<file path="src/rtl/serial_alu_ctrl.sv">
// ============================================================================
//  Module   : serial_alu_ctrl
//  Summary  : Bit-serial ADD/SUB sequencer driving an external 1-bit full adder.
//             Optional signed-overflow output enabled by SERIAL_ALU_OVF_EN.
//  Revision : 1.0  initial release
// ============================================================================
`default_nettype none

module serial_alu_ctrl #(
   parameter int WIDTH = 8
) (
   input  logic             clk,
   input  logic             rst_n,
   input  logic             start,
   input  logic             op,
   input  logic [WIDTH-1:0] a,
   input  logic [WIDTH-1:0] b,
   output logic             busy,
   output logic             done,
   output logic [WIDTH-1:0] result,
   output logic             cout,
   output logic             cell_a,
   output logic             cell_b,
   output logic             cell_cin,
   input  logic             cell_out,
   input  logic             cell_cout
`ifdef SERIAL_ALU_OVF_EN
   ,
   output logic             ovf
`endif
);

   localparam int CNT_W = $clog2(WIDTH);
   localparam logic [CNT_W-1:0] C_LAST_BIT = CNT_W'(WIDTH - 1);

   typedef enum logic [1:0] {
      S_IDLE = 2'd0,
      S_RUN  = 2'd1,
      S_DONE = 2'd2
   } state_t;

   state_t           state_q, state_d;
   logic [CNT_W-1:0] cnt_q, cnt_d;
   logic [WIDTH-1:0] a_q, a_d;
   logic [WIDTH-1:0] b_q, b_d;
   logic [WIDTH-1:0] res_q, res_d;
   logic             carry_q, carry_d;
   logic             cout_q, cout_d;
   logic             ovf_q, ovf_d;

   always_ff @(posedge clk or negedge rst_n) begin
      if (!rst_n) begin
         state_q <= S_IDLE;
         cnt_q   <= '0;
         a_q     <= '0;
         b_q     <= '0;
         res_q   <= '0;
         carry_q <= 1'b0;
         cout_q  <= 1'b0;
         ovf_q   <= 1'b0;
      end else begin
         state_q <= state_d;
         cnt_q   <= cnt_d;
         a_q     <= a_d;
         b_q     <= b_d;
         res_q   <= res_d;
         carry_q <= carry_d;
         cout_q  <= cout_d;
         ovf_q   <= ovf_d;
      end
   end

   always_comb begin
      state_d  = state_q;
      cnt_d    = cnt_q;
      a_d      = a_q;
      b_d      = b_q;
      res_d    = res_q;
      carry_d  = carry_q;
      cout_d   = cout_q;
      ovf_d    = ovf_q;
      cell_a   = 1'b0;
      cell_b   = 1'b0;
      cell_cin = 1'b0;

      case (state_q)
         S_IDLE: begin
            if (start) begin
               // SUB is a + ~b + 1: invert B here and seed the carry with op
               state_d = S_RUN;
               a_d     = a;
               b_d     = b ^ {WIDTH{op}};
               carry_d = op;
               cnt_d   = '0;
            end
         end
         S_RUN: begin
            cell_a   = a_q[0];
            cell_b   = b_q[0];
            cell_cin = carry_q;
            carry_d  = cell_cout;
            res_d    = {cell_out, res_q[WIDTH-1:1]};
            a_d      = a_q >> 1;
            b_d      = b_q >> 1;
            cnt_d    = cnt_q + 1'b1;
            if (cnt_q == C_LAST_BIT) begin
               // carry_q is the carry into the MSB on this final bit
               cout_d  = cell_cout;
               ovf_d   = carry_q ^ cell_cout;
               state_d = S_DONE;
            end
         end
         S_DONE: begin
            state_d = S_IDLE;
         end
         default: begin
            state_d = S_IDLE;
         end
      endcase
   end

   assign busy   = (state_q != S_IDLE);
   assign done   = (state_q == S_DONE);
   assign result = res_q;
   assign cout   = cout_q;

`ifdef SERIAL_ALU_OVF_EN
   assign ovf = ovf_q;
`else
   logic unused_ovf;
   assign unused_ovf = ovf_q;
`endif

endmodule

`default_nettype wire

</file>
<file path="config.mk">
export PLATFORM = sky130hd
export DESIGN_NAME = serial_alu_ctrl
export DESIGN_NICKNAME = d
export VERILOG_FILES = /design/src/rtl/serial_alu_ctrl.sv
export SDC_FILE = /design/constraint.sdc
export NUM_CORES = 1
export LEC_CHECK = 0
export CAP_MARGIN = 20
export CORE_MARGIN = 2
export CORE_UTILIZATION = 30
export DETAILED_ROUTE_END_ITERATION = 8
export PLACE_DENSITY = 0.5
export SLEW_MARGIN = 0
export SYNTH_ARGS = -nofsm -noshare
export SYNTH_HDL_FRONTEND = slang
export SYNTH_SLANG_ARGS = --single-unit
</file>
<file path="constraint.sdc">
create_clock -name clk -period 1.6 [get_ports clk]
set_input_delay 0.24 -clock clk [delete_from_list [all_inputs] [get_ports clk]]
set_output_delay 0.24 -clock clk [all_outputs]
set_load 0.005 [all_outputs]
</file>
==> results of run 1 <==
-- power breakdown --
group	internal, uW	total (uW)	switching [uW]
Sequential	1110	1330	220
Combinational	959	1550	593
Clock	392	668	276
-- flip-flops by register name, summed over array words and instances, names as in the netlist --
name and count:
state_q 2, b_q 8, carry_q 1, cout 1, cnt_q 3, a_q 8
result 8
-- per-stage QoR --
step,cell area [sq um],utilization,total power [uW],hold slack (ns),std cells
global route,2190,0.438,3840,0.404,261
floorplan,1530,-,2130,-0.0556,140
global placement,2000,0.400,2720,0.469,244
CTS,2180,0.436,3580,0.375,261
finish,2190,0.438,3550,0.366,261
detailed placement,2000,0.400,2750,0.480,244
-- cells by family (layout without fill, tap and decap cells) --
group                    count (synthesis)  in the layout  share of synthesized area
buffers and inverters                   18             69                     0.0571
multiplexers                            11             11                     0.0800
adder cells (fa/ha/maj)                  2              2                     0.0163
AND/OR/NAND/NOR                         26             26                     0.0980
AO/OA/AOI/OAI                           44             44                      0.197
flip-flops                              31             31                      0.506
XOR/XNOR                                 8              8                     0.0457
-- layout make-up --
type | count | area (sq um) | share of cell area
clock buffer | 8 | 100 | 0.0456
inverter | 6 | 22.5 | 0.0103
multi-input combinational | 91 | 682 | 0.311
sequential | 31 | 776 | 0.354
tap | 70 | 87.6 | 0.0399
timing repair buffer | 55 | 526 | 0.240
-- cells in the final DEF (no fill, tap or decap), drive strengths merged --
master / instances
o21bai: 1
nor2: 2
clkdlybuf4s50: 30
xnor2: 7
or2: 1
nand2: 5
and2: 4
ha: 2
inv: 6
a21oi: 10
mux2: 10
a22o: 2
clkbuf: 9
or3b: 1
xor2: 1
clkdlybuf4s15: 2
mux2i: 1
a221o: 5
o32ai: 5
buf: 20
a22oi: 9
dfrtp: 31
dlygate4sd2: 2
o211ai: 2
o21ai: 10
nor2b: 12
and3b: 1
-- how the worst max path moves through the flow --
| stage | end | cells past startpoint | slack (ns) | from |
|---|---|---|---|---|
| floorplan | cell_a | 4 | 0.32 | state_q[1]$_DFFE_PN0P_ |
| global placement | cell_cin | 3 | 0.05 | state_q[1]$_DFFE_PN0P_ |
| detailed placement | b_q[6]$_DFFE_PN0P_ | 4 | 0.007 | start |
| CTS | cell_cin | 4 | 0.004 | state_q[0]$_DFFE_PN0P_ |
| global route | cout$_DFFE_PN0P_ | 6 | 0.02 | state_q[1]$_DFFE_PN0P_ |
| finish | busy | 3 | 0.06 | state_q[1]$_DFFE_PN0P_ |
-- what timing repair did --
item / 4_1_cts / 5_1_grt
endpoints found under the setup margin: 6 / 8
gates resized for setup: 10 / 7
setup buffers: 9 / 0
-- per-layer routing --
metal	vias up	track usage
met5	-	0
met2	30	0.242
met3	7	0.0370
met1	616	0.177
li1	597	-
met4	0	0.0526
==> results.cfg, run 1 <==
[critical_path]
startpoint_type = register
path_max_fanout = 5
crit_chain = buf_6, or2_2, clkdlybuf4s15_1
rr_worst_depth = 6
cpMaxStageDelayCell = dfrtp_1
cp_top_family = flip-flops
worstReg2RegStart = state_q[1]$_DFFE_PN0P_
r2r_end = cout$_DFFE_PN0P_
max_stage_delay_ns = 0.41
crit_path_end_kind = output pin
critical_path_required_ns = 1.36
crit_type = register to output pin
r2r_slack_ns = 0.07
cp.arrival_ns = 1.30
crit_buf_inv = 2

[finish]
num_antenna_cells = 0
nFillCells = 496
syn_to_final_growth_pct = 43.1
finalNetCount = 214
drive_gt1_frac = 0.220

[clock_tree]
cts_tree = done
htreeDepth = 2
cts_buffers = 5
clk_path_buf_depth = 2
cts.clk_slew.worst_paths_ns = 0.06
cts_sinks = 31
postCtsHoldBufs = 0
cts_root_buf = clkbuf_8
clock_latency_ns = 0.28

[power]
power-per-cell-area_nw_per_um2 = 1620
leakage_uw = 0.000934
vdd_drop_max_v = 0.000766

[sta]
min_period_ns = 1.54
slew_headroom = 0.736
skew_ns = 0.00309
finalHoldViolations = 0
grt_setup_unrepaired = false
max_freq_mhz = 650
worstMarginPinSlew_ns = 0.396
tns_ns = 0
setup_viol = 0
setup_ws_ns = 0.0613
slew_violations = 0
fin_crit_sh = 0.962

[status]
status = finished, final reports clean

[die]
row_count = 26
io_pins = 36
core_sq_um = 5010
die_h_um = 75.5
fp.dieW_um = 75.5
dieArea_sq_um = 5700
initial_utilization = 0.306

[route]
dr.pass1.iters = 4
wl_met1_mm = 1.63
detail_route.wl_per_cell_um = 13.8
wl_met2_mm = 1.71
via_per_inst = 4.79
routed-via-count = 1250
met3WireLength_um = 200
drt-initial-drc-count = 55
wirelength_mm = 3.60
route.detailed.drc = 0
drtAntennaViolNets = 0
dr.max_layer_used = met4

[yosys]
synth_seq_cells = 31
async_reset_ff_frac = 1.00
syn-instance-count = 140
synth.top_cell.area_share = 0.506
synth.distinct_cells = 28
synth_edf_count = 0
syn-num-nets = 164
netlist_top_cells_count = 31 x dfrtp_1, 12 x nor2b_1, 10 x a21oi_1, 10 x mux2_2
syn_area_sq_um = 1530
ys_seq_area_frac = 0.506
syn_avg_cell_area_sq_um = 10.9
yosys-top-cells-area = dfrtp_1 51%, mux2_2 7.3%, nor2b_1 4.9%
yosys.cell_count.top_type = dfrtp_1
yosysWarnings = 0
synth_ff_type = dfrtp_1
yosysTopAreaCell = dfrtp_1

[grt]
grt_pass1_vias = 1279
grt_first_pass_wirelength_mm = 6.09
grt_use_total = 0.143
grt_max_degree = 32
overflow = 0
antenna_found_initial = 0

[placed_design]
pre_cts_ws_ns = 0.00724
hpwl_mm = 2.39
place_congestion = 0.721
port_buffers = 35

[hold_path]
hold_path.class = primary input to asynchronous set/reset pin

[run]
maxCapViolations = 0
(Power assumes the default switching activity.)
==> run 2, diff against run 1 <==
--- a/config.mk
+++ b/config.mk
@@ -6,6 +6,7 @@
 export NUM_CORES = 1
 export LEC_CHECK = 0
 export CAP_MARGIN = 20
+export CORE_ASPECT_RATIO = 1.5
 export CORE_MARGIN = 2
 export CORE_UTILIZATION = 30
 export DETAILED_ROUTE_END_ITERATION = 8
==> results.cfg, run 2 (synthesis gave the netlist of run 1 again) <==
[clock_tree]
cts.clk_slew.worst_paths_ns = 0.06
htreeDepth = 2
cts_buffers = 5
clk_path_buf_depth = 2
cts_root_buf = clkbuf_8
clock_latency_ns = 0.28
cts_sinks = 31
cts_tree = done
postCtsHoldBufs = 0

[critical_path]
timing.critical_path.mode_cell = buf_6
max_stage_delay_ns = 0.40
crit_chain = buf_6, nor2b_4, buf_6, and2_4, buf_6
startpoint_type = register
cp.arrival_ns = 1.34
path_max_fanout = 5
cpMaxStageDelayCell = dfrtp_1
crit_path_end_kind = output pin
critical_path_required_ns = 1.36
crit_type = register to output pin

[grt]
grt_first_pass_wirelength_mm = 6.50
grt_pass1_vias = 1342
antenna_found_initial = 0
grt_use_total = 0.145
overflow = 0
grt_max_degree = 32

[placed_design]
place_congestion = 0.770
dp.cells = 241
place_area_sq_um = 1990
hpwl_mm = 2.53
port_buffers = 35

[route]
dr.pass1.iters = 5
route.detailed.drc = 0
routed-via-count = 1260
detail_route.wl_per_cell_um = 14.7
drtAntennaViolNets = 0
drt-initial-drc-count = 54
wirelength_mm = 3.79
via_per_inst = 4.90

[power]
vdd_drop_max_v = 0.000811
switchingPower_uw = 1110
pwr-share-comb = 0.452
clkPwrFrac = 0.166
switching_share = 0.317
power_frac_seq = 0.382
leakage_uw = 0.000920
p_int_uw = 2390
power-per-cell-area_nw_per_um2 = 1620

[die]
row_count = 31
initial_utilization = 0.314
fp.dieW_um = 62.4
core_sq_um = 4890
die_h_um = 91.5
dieArea_sq_um = 5710
io_pins = 36

[sta]
hold_slack_ns = 0.364
max_freq_mhz = 634
setup_viol = 0
tns_ns = 0
skew_ns = 0.00561
worstMarginPinSlew_ns = 0.413
min_period_ns = 1.58
slew_headroom = 0.725
slew_violations = 0
finalHoldViolations = 0
fin_crit_sh = 0.986
grt_setup_unrepaired = true

[finish]
fin_util = 0.442
mostFrequentLayoutCells = 31 x dfrtp_1, 30 x clkdlybuf4s50_1, 15 x buf_4, 11 x nor2b_1
final_common_cell = dfrtp_1
drive_gt1_frac = 0.230
finalNetCount = 214
instances_no_fill = 257
fin_area_sq_um = 2160
num_antenna_cells = 0
syn_to_final_growth_pct = 40.9
nFillCells = 514

[hold_path]
hold_path.class = primary input to asynchronous set/reset pin

[status]
status = finished, final reports clean

[run]
maxCapViolations = 0
run 2: cell types whose count changed in the layout (fill, tap and decap cells not counted):
cell and delta:
clkbuf_2 +1, and2_4 +1, buf_4 -1, buf_6 +3
buf_8 +1, clkbuf_1 +1, clkinv_2 +1, clkdlybuf4s15_1 -1
and2_1 -1, dlygate4sd2_1 -1, clkbuf_8 -2, buf_12 -2
run 2: cell type report:
class	instances	area, sq um	share of cell area
clock buffers	7	76.3	0.0353
clock inverters	1	5.00	0.00232
inverters	6	22.5	0.0104
multi-input cells	91	684	0.317
flip-flops and latches	31	776	0.359
well taps	66	82.6	0.0382
repair buffers	55	513	0.238
run 2: critical path, delay by kind of cell (launching register included):
family / cells / cell delay [ns]
buf+inv: 3 / 0.35
flops: 1 / 0.40
simple gates: 2 / 0.30
run 2: layer usage:
layer  GRT usage  wire (um)  share of wire
met3      0.0446        232          0.061
met4      0.0500         41          0.011
met1       0.171       1560           0.41
met2       0.248       1960           0.52
met5           0          0              0
run 2: timing repair:
action | 4_1_cts | 5_1_grt
gates resized for setup | 17 | 7
gates cloned | 0 | 0
setup buffers | 6 | 2
endpoints found under the setup margin | 6 | 10
pin swaps | 1 | 0
run 2: power groups by stage:
| stage | clock network, uW | registers [uW] | logic [uW] |
|---|---|---|---|
| floorplan | 0 | 1310 | 828 |
| global placement | 0 | 1330 | 1410 |
| detailed placement | 0 | 1340 | 1440 |
| CTS | 606 | 1340 | 1550 |
| global route | 636 | 1380 | 1750 |
| finish | 582 | 1330 | 1580 |
run 2: per-stage QoR:
stage / worst slack (ns) / power (uW)
2_1_floorplan: 0.323 / 2130
3_3_place_gp: -0.0348 / 2750
3_5_place_dp: -0.0217 / 2780
4_1_cts: -0.00489 / 3500
5_1_grt: -0.0343 / 3770
6_report: 0.0218 / 3500
run 2: final timing paths:
| check | start | end | slack [ns] | depth (start not counted) |
|---|---|---|---|---|
| max | state_q[1]$_DFFE_PN0P_ | cell_cin | 0.02 | 5 |
| min reg2reg | a_q[2]$_DFFE_PN0P_ | a_q[2]$_DFFE_PN0P_ | 0.50 | 2 |
| min in group clk | a_q[2]$_DFFE_PN0P_ | a_q[2]$_DFFE_PN0P_ | 0.50 | 2 |
| max reg2reg | state_q[1]$_DFFE_PN0P_ | cout$_DFFE_PN0P_ | 0.04 | 6 |
| max in group asynchronous | rst_n | a_q[7]$_DFFE_PN0P_ | 0.93 | 2 |
| min | rst_n | b_q[5]$_DFFE_PN0P_ | 0.36 | 2 |
